[src/rtl/exu_bp_update_queue_if.sv]
// Branch-resolution push side and IFU predictor-update side of the update queue.
// The master modport is the queue itself; the slave modport is its environment.
interface exu_bp_update_queue_if #(
  parameter int IDX_W = 8
);
  logic             in_valid;
  logic             in_kill;
  logic [30:0]      in_pc;
  logic             in_misp;
  logic             in_ataken;
  logic [1:0]       in_hist;
  logic             in_way;
  logic [IDX_W-1:0] in_index;

  logic             upd_valid;
  logic             upd_ready;
  logic [30:0]      upd_pc;
  logic             upd_misp;
  logic             upd_ataken;
  logic [1:0]       upd_hist;
  logic             upd_way;
  logic [IDX_W-1:0] upd_index;

  modport master (
    input  in_valid, in_kill, in_pc, in_misp, in_ataken, in_hist, in_way, in_index,
    input  upd_ready,
    output upd_valid, upd_pc, upd_misp, upd_ataken, upd_hist, upd_way, upd_index
  );

  modport slave (
    output in_valid, in_kill, in_pc, in_misp, in_ataken, in_hist, in_way, in_index,
    output upd_ready,
    input  upd_valid, upd_pc, upd_misp, upd_ataken, upd_hist, upd_way, upd_index
  );
endinterface

[src/rtl/exu_bp_update_queue.sv]
// Circular queue decoupling resolved-branch predictor updates from IFU back-pressure,
// with saturating overflow-drop and delivered-mispredict statistics.
module exu_bp_update_queue #(
  parameter int DEPTH = 4,
  parameter int IDX_W = 8,
  parameter int CNT_W = 16
) (
  input  logic                     clk,
  input  logic                     rst_l,
  input  logic                     freeze,
  exu_bp_update_queue_if.master    bus,
  output logic [$clog2(DEPTH):0]   q_count,
  output logic                     q_full,
  output logic [CNT_W-1:0]         drop_cnt,
  output logic [CNT_W-1:0]         misp_cnt
);

  localparam int              PTR_W    = $clog2(DEPTH);
  localparam logic [PTR_W:0]  FULL_CNT = (PTR_W+1)'(DEPTH);

  typedef struct packed {
    logic [30:0]      pc;
    logic             misp;
    logic             ataken;
    logic [1:0]       hist;
    logic             way;
    logic [IDX_W-1:0] index;
  } entry_t;

  entry_t           mem [DEPTH];
  entry_t           in_entry;
  entry_t           head;
  logic [PTR_W-1:0] wr_ptr;
  logic [PTR_W-1:0] rd_ptr;
  logic [PTR_W:0]   count;
  logic             full;
  logic             push;
  logic             pop;
  logic             accept;
  logic             drop;

  assign full   = (count == FULL_CNT);
  assign push   = bus.in_valid & ~bus.in_kill & ~freeze;
  assign pop    = bus.upd_valid & bus.upd_ready;
  // A full queue still accepts when the head leaves in the same cycle.
  assign accept = push & (~full | pop);
  assign drop   = push & full & ~pop;

  assign in_entry = '{pc: bus.in_pc, misp: bus.in_misp, ataken: bus.in_ataken,
                      hist: bus.in_hist, way: bus.in_way, index: bus.in_index};
  assign head     = mem[rd_ptr];

  // NOTE: every clocked assignment is non-blocking so all flops update from
  // the same pre-edge values, regardless of statement order.
  always_ff @(posedge clk) begin
    if (!rst_l) begin
      wr_ptr   <= '0;
      rd_ptr   <= '0;
      count    <= '0;
      drop_cnt <= '0;
      misp_cnt <= '0;
    end else begin
      if (accept) wr_ptr <= wr_ptr + 1'b1;
      if (pop)    rd_ptr <= rd_ptr + 1'b1;
      case ({accept, pop})
        2'b10:   count <= count + 1'b1;
        2'b01:   count <= count - 1'b1;
        default: ;
      endcase
      if (drop && !(&drop_cnt))             drop_cnt <= drop_cnt + 1'b1;
      if (pop && head.misp && !(&misp_cnt)) misp_cnt <= misp_cnt + 1'b1;
    end
  end

  // NOTE: entry storage has no reset; valid-ness lives entirely in count, so
  // stale payload is never observable and the array stays plain RAM.
  always_ff @(posedge clk) begin
    if (rst_l && accept) mem[wr_ptr] <= in_entry;
  end

  assign bus.upd_valid  = (count != '0);
  assign bus.upd_pc     = head.pc;
  assign bus.upd_misp   = head.misp;
  assign bus.upd_ataken = head.ataken;
  assign bus.upd_hist   = head.hist;
  assign bus.upd_way    = head.way;
  assign bus.upd_index  = head.index;

  assign q_count = count;
  assign q_full  = full;

endmodule

[src/flat_wrapper.sv]
// flat-port wrapper written by rule: the top's interface ports become plain ports
module exu_bp_update_queue_flat 
#(
  parameter int DEPTH = 4,
  parameter int IDX_W = 8,
  parameter int CNT_W = 16
)
  (clk, rst_l, freeze, q_count, q_full, drop_cnt, misp_cnt, bus_in_valid, bus_in_kill, bus_in_pc, bus_in_misp, bus_in_ataken, bus_in_hist, bus_in_way, bus_in_index, bus_upd_ready, bus_upd_valid, bus_upd_pc, bus_upd_misp, bus_upd_ataken, bus_upd_hist, bus_upd_way, bus_upd_index);
  exu_bp_update_queue_if #(.IDX_W(IDX_W)) bus_i ();
  input  logic clk;
  input  logic rst_l;
  input  logic freeze;
  output logic [$clog2(DEPTH):0] q_count;
  output logic q_full;
  output logic [CNT_W-1:0] drop_cnt;
  output logic [CNT_W-1:0] misp_cnt;
  input wire logic [$bits(bus_i.in_valid)-1:0] bus_in_valid;
  input wire logic [$bits(bus_i.in_kill)-1:0] bus_in_kill;
  input wire logic [$bits(bus_i.in_pc)-1:0] bus_in_pc;
  input wire logic [$bits(bus_i.in_misp)-1:0] bus_in_misp;
  input wire logic [$bits(bus_i.in_ataken)-1:0] bus_in_ataken;
  input wire logic [$bits(bus_i.in_hist)-1:0] bus_in_hist;
  input wire logic [$bits(bus_i.in_way)-1:0] bus_in_way;
  input wire logic [$bits(bus_i.in_index)-1:0] bus_in_index;
  input wire logic [$bits(bus_i.upd_ready)-1:0] bus_upd_ready;
  output wire logic [$bits(bus_i.upd_valid)-1:0] bus_upd_valid;
  output wire logic [$bits(bus_i.upd_pc)-1:0] bus_upd_pc;
  output wire logic [$bits(bus_i.upd_misp)-1:0] bus_upd_misp;
  output wire logic [$bits(bus_i.upd_ataken)-1:0] bus_upd_ataken;
  output wire logic [$bits(bus_i.upd_hist)-1:0] bus_upd_hist;
  output wire logic [$bits(bus_i.upd_way)-1:0] bus_upd_way;
  output wire logic [$bits(bus_i.upd_index)-1:0] bus_upd_index;
  assign bus_i.in_valid = bus_in_valid;
  assign bus_i.in_kill = bus_in_kill;
  assign bus_i.in_pc = bus_in_pc;
  assign bus_i.in_misp = bus_in_misp;
  assign bus_i.in_ataken = bus_in_ataken;
  assign bus_i.in_hist = bus_in_hist;
  assign bus_i.in_way = bus_in_way;
  assign bus_i.in_index = bus_in_index;
  assign bus_i.upd_ready = bus_upd_ready;
  assign bus_upd_valid = bus_i.upd_valid;
  assign bus_upd_pc = bus_i.upd_pc;
  assign bus_upd_misp = bus_i.upd_misp;
  assign bus_upd_ataken = bus_i.upd_ataken;
  assign bus_upd_hist = bus_i.upd_hist;
  assign bus_upd_way = bus_i.upd_way;
  assign bus_upd_index = bus_i.upd_index;
  exu_bp_update_queue #(.DEPTH(DEPTH), .IDX_W(IDX_W), .CNT_W(CNT_W)) u_core (.clk(clk), .rst_l(rst_l), .freeze(freeze), .bus(bus_i), .q_count(q_count), .q_full(q_full), .drop_cnt(drop_cnt), .misp_cnt(misp_cnt));
endmodule
[config.mk]
export PLATFORM = sky130hd
export DESIGN_NAME = exu_bp_update_queue_flat
export DESIGN_NICKNAME = d
export VERILOG_FILES = /design/src/rtl/exu_bp_update_queue_if.sv /design/src/rtl/exu_bp_update_queue.sv /design/src/flat_wrapper.sv
export SDC_FILE = /design/constraint.sdc
export NUM_CORES = 1
export LEC_CHECK = 0
export BUFFER_PORTS_ARGS = -buffer_cell sky130_fd_sc_hd__buf_2
export CAP_MARGIN = 25
export CORE_UTILIZATION = 50
export CTS_CLUSTER_DIAMETER = 30
export DETAILED_ROUTE_END_ITERATION = 8
export PLACE_DENSITY = 0.72
export SETUP_SLACK_MARGIN = 0.5
export SLEW_MARGIN = 20
export SYNTH_ARGS = -nofsm -noshare
export SYNTH_HDL_FRONTEND = slang
export SYNTH_SLANG_ARGS = --single-unit
[constraint.sdc]
create_clock -name clk -period 7.2 [get_ports clk]
set_input_delay 1.44 -clock clk [delete_from_list [all_inputs] [get_ports clk]]
set_output_delay 1.44 -clock clk [all_outputs]
set_load 0.03 [all_outputs]
# [After elaboration in Yosys (flattened, before gate mapping)]
# Memories as Yosys holds them, arrays and structs flattened. A register that Yosys moved wholly into a read port is not among the register bits.
# Index checks and enable logic that the tools add are counted.
[totals] register_bits=39 latchBits=0 ramBits=176 mem_bits_ro=0 inputBits=50 out_inout_bits=81 elab_cells=41 mem_count=1
[memory_table] memory="u_core.mem" depth=4 word_bits=44 rd=1 rd_ports_with_merged_regs=1 wr=1 line_no="exu_bp_update_queue.sv:30" text="entry_t mem [DEPTH];"
[classes] addsub=6 mul=0 n_div=0 magnitude_cmp=0 eq_ne=3 shift=0 muxes=5 bitwise=11 n_reduce_logical=10
[ops] op="16-bit by 1-bit adder with 16-bit output (second input constant)" count=2
[ops] op="16-bit AND reduction" count=2
[ops] op="1-bit bitwise AND" count=6
[ops] op="3-bit case mux with 2 select lines" count=1
[ops] op="2-bit by 1-bit adder with 2-bit output (second input constant)" count=2
[ops] op="1-bit logical AND" count=4
[ops] op="2-bit two-way mux" count=2
[ops] op="1-bit NOT" count=4
[ops] op="3-bit by 1-bit adder with 3-bit output (second input constant)" count=1
[ops] op="3-bit equality test (second input constant)" count=1
[ops] op="3-bit nonzero test" count=1
[ops] op="3-bit by 1-bit subtractor with 3-bit output (second input constant)" count=1
[ops] op="2-bit by 1-bit equality test with 1-bit output (second input constant)" count=1
[ops] op="2-bit equality test (second input constant)" count=1
[ops] op="1-bit zero test" count=2
[ops] op="1-bit two-way mux" count=2
[ops] op="2-bit nonzero test" count=1
[ops] op="1-bit bitwise OR" count=1

# [Depth between registers and ports, before layout]
[logic_depth] ltp_word=7 ltp_mapped=7 depth_no_buf=6

# [Worst setup path after synthesis]
# Ideal clock, no wire load.
[synth_timing] path_kind="input to register" from="input bus_in_kill" to="memory u_core.mem[0][0] in the netlist's numbering (enable)" setup_time_ns=0.406 t_arrival_ns=3.352 t_required_ns=6.794 slack_ns=3.442 stages=3 n_path_buf=0 path_cell_list="or3b_2 > nor2_1 > and3_1"
[synth_via] elab_chain_cells=7
[synth_rtl] item="start, declared" line_no="flat_wrapper.sv:18" text="input wire logic [$bits(bus_i.in_kill)-1:0] bus_in_kill;"
[synth_rtl] item="1-bit NOT" line_no="exu_bp_update_queue.sv:43" text="assign push = bus.in_valid & ~bus.in_kill & ~freeze;"
[synth_rtl] item="1-bit bitwise AND (2 in a row)" line_no="exu_bp_update_queue.sv:43"
[synth_rtl] item="1-bit bitwise AND" line_no="exu_bp_update_queue.sv:46" text="assign accept = push & (~full | pop);"
[synth_rtl] item="1-bit logical AND" line_no="exu_bp_update_queue.sv:78" text="if (rst_l && accept) mem[wr_ptr] <= in_entry;"
[synth_rtl] item="1-bit two-way mux" line_no="exu_bp_update_queue.sv:78"
[synth_rtl] item="1-bit two-way mux (implied by the code)" line_no="exu_bp_update_queue.sv:78"
[synth_rtl] item="end, declared" line_no="exu_bp_update_queue.sv:30"
# No other way between the ends.

==> key figures <==
Status
  • Status: completed

Logic synthesis
  • Yosys warning total: 0
  • Syn nets: 543
  • #FFs+latches synth: 217
  • Synthesized area: 8482 sq um
  • Synth Flop Type: edfxtp_1
  • Most common cell in the netlist: edfxtp_1
  • Synth area leaders: edfxtp_1, mux4_2, dfxtp_1
  • Number of flops mapped to enable cells by yosys: ~180
  • Synth area leader: edfxtp_1
  • Post-Synthesis Cells: around 500
  • Post-synth cell types: 42
  • Share of the synthesized area in the top cell type: just over 60%
  • Commonest cells in the netlist: edfxtp_1, mux4_2, dfxtp_1
  • Register area share after synthesis: 71.99%
  • Asr flop ratio synth: 0%
  • Avg Cell Area, Syn: 17.45 sq um

Clock network
  • Deepest clock path buffer count: 3
  • CTS tree: done
  • Post_cts resized: 0
  • H-tree levels: 2
  • Worst skew pair latency: 0.52 ns
  • Num CTS Buffers: 40
  • CTS sink count: 217
  • # Post-CTS Setup Buffers: 0
  • Clock slew at reported path FFs: around 0.05 ns
  • Root buffer cell: clkbuf_16
  • Post-cts hold buffer count: 0

Die
  • I/O pin total: 131
  • Core Box Area: 16580 sq um
  • Die span in x: 132.2 microns
  • Die Height: about 130 microns
  • Initial Utilization: between 50% and 60%
  • Die ar.: around 17000 sq um
  • # rows: 47

Hold path
  • Hold/Removal Path Class: reg2reg
  • Hold wc startpoint: u_core.drop_cnt[12]

Detailed routing
  • DR DRC count: 0
  • DRT Pass-1 Iters: 5
  • DR iter-0 viols: 235
  • Detailed Route WL: between 15 and 20 mm
  • Via count: a little over 5000
  • Final ANT Viol Nets: 0
  • Vias/cell: about 5.8
  • Routed length per instance: just under 20 microns

STA
  • Fmax: 0.2673 GHz
  • Final setup violation count: 0
  • Final slew viol count: 0
  • Period utilisation layout: roughly half
  • Final Hold Fails: 0
  • Max-slew headroom: 32.65%
  • Tightest Pin Transition: between 1 and 1.5 ns
  • Crit path time final: 3.741 ns
  • RSZ-0062 raised after global routing: false
  • Clock Skews: around 0.026 ns
  • Final setup margin: 3.459 ns
  • Final setup TNS: 0 ns

Pwr
  • Switching Share: 27.71%
  • Clock network power share: 47.1%
  • Int Power: 2.729 mW
  • Pwr Total: 3.775 mW
  • P per Cell Area: 350.9 nW/um^2
  • Register share of total power: 38.6%
  • Gate power share: between 10 and 15%
  • P_leak: 3.734 nW
  • Switch Pwr: approximately 1.0 mW
  • Peak VDD IR: 0.0002390 V

Cells and area
  • # fillers: 1167
  • Sequential standard cell area: 6111 sq um
  • Layout area overhead: 26.85%
  • Multi-input logic area: ~2300 sq um
  • Ratio of cells with drive above 1 in the final layout: around 39%
  • # nets final: between 600 and 700

Global route
  • GRT Residual Overflow: 0
  • Vias in the first global route: 5167
  • Global-route wire length before repair: approximately 28 mm
  • Initial antenna violation count: 2
  • GRT Overall Usage: 20.69%
  • Pin count of the biggest net entering global routing: 45

Critical path
  • Arr. time, crit path: approximately 2.3 ns
  • Crit-path max FO: 44
  • Crit end category: output pin
  • CP required: 5.76 ns
  • CP Launch Type: flop
  • Class of the most critical setup path: reg2out

Job
  • Max Cap Viol: 0

Place
  • Post-placement worst setup slack: 3.495 ns
  • GPL Wtd Cong: about 0.81
  • PortBufs: 130
  • Final HPWL DP: about 10 mm
-- registers in the layout, indices dropped and copies added (netlist names), named ones only --
name and flops:
u_core.mem 176, u_core.drop_cnt 16, u_core.misp_cnt 16, u_core.q_count 3, u_core.rd_ptr 2, u_core.wr_ptr 2
-- cells by family after synthesis --
group,share of synthesized area (%)
flip-flops,71.99
XOR/XNOR,0.3098
AO/OA/AOI/OAI,4.367
multiplexers,12.63
buffers and inverters,1.549
adder cells (fa/ha/maj),1.121
AND/OR/NAND/NOR,8.040
-- metrics by stage --
stage	hold slack (ns)	cell area (sq um)	instances	utilization [%]
after floorplan	0.4847	8482	486	-
after global placement	0.4744	9338	814	56.31
after detailed placement	0.4932	9449	819	56.98
after CTS	0.5018	10750	892	64.81
after global routing	0.5104	10760	892	64.86
final	0.5025	10760	893	64.88
-- metal layers --
metal  vias to the layer above  global-route usage, %  part of all wire [%]
li1                       2326                      -                     -
met1                      2608                  26.02                    41
met2                       190                  34.80                    51
met3                        26                  5.844                   6.6
met4                         0                  6.705                   1.4
met5                         -                      0                     0
-- worst max-delay path: stages (launching register included) --
cell     delay [ns]
dfxtp_4        0.89
mux4_2         0.63
buf_2          0.20
-- worst paths after layout --
path                                       endpoint  slack, ns  cells past startpoint
worst max-delay path               bus_upd_index[0]       3.46                      2
worst min-delay path            u_core.drop_cnt[12]       0.50                      2
worst max register to register   u_core.misp_cnt[9]       4.72                      4
worst min register to register  u_core.drop_cnt[12]       0.50                      2
-- final cells by class --
type,instances,area share [%]
inverter,10,0.3489
sequential,217,56.80
tap,220,2.558
clock buffer,42,9.373
timing repair buffer,136,7.117
antenna,1,0.02326
multi-input combinational,236,21.08
clock inverter,31,2.698
-- layout by cell type (no fill, tap or decap), types with 7 or more instances in the layout --
cell and n:
inv_6 13, a21oi_1 24, nand3_1 12, buf_2 130, or4_1 15, mux2i_1 8
inv_1 10, o31ai_1 15, o21ai_0 7, dfxtp_1 39, nand4_1 12, nor2_1 11
clkbuf_16 40, nor3_1 7, nand2_1 20, mux4_2 44, edfxtp_1 176
-- power groups by stage --
stage	Sequential, mW	Clock (mW)	Combinational [mW]
finish	1.46	1.78	0.540
global route	1.47	1.87	0.568
CTS	1.46	1.81	0.545
detailed placement	1.49	0	0.540
global placement	1.50	0	0.509
floorplan	1.43	0	0.433
Note: power is estimated with default switching activity, not from simulation.
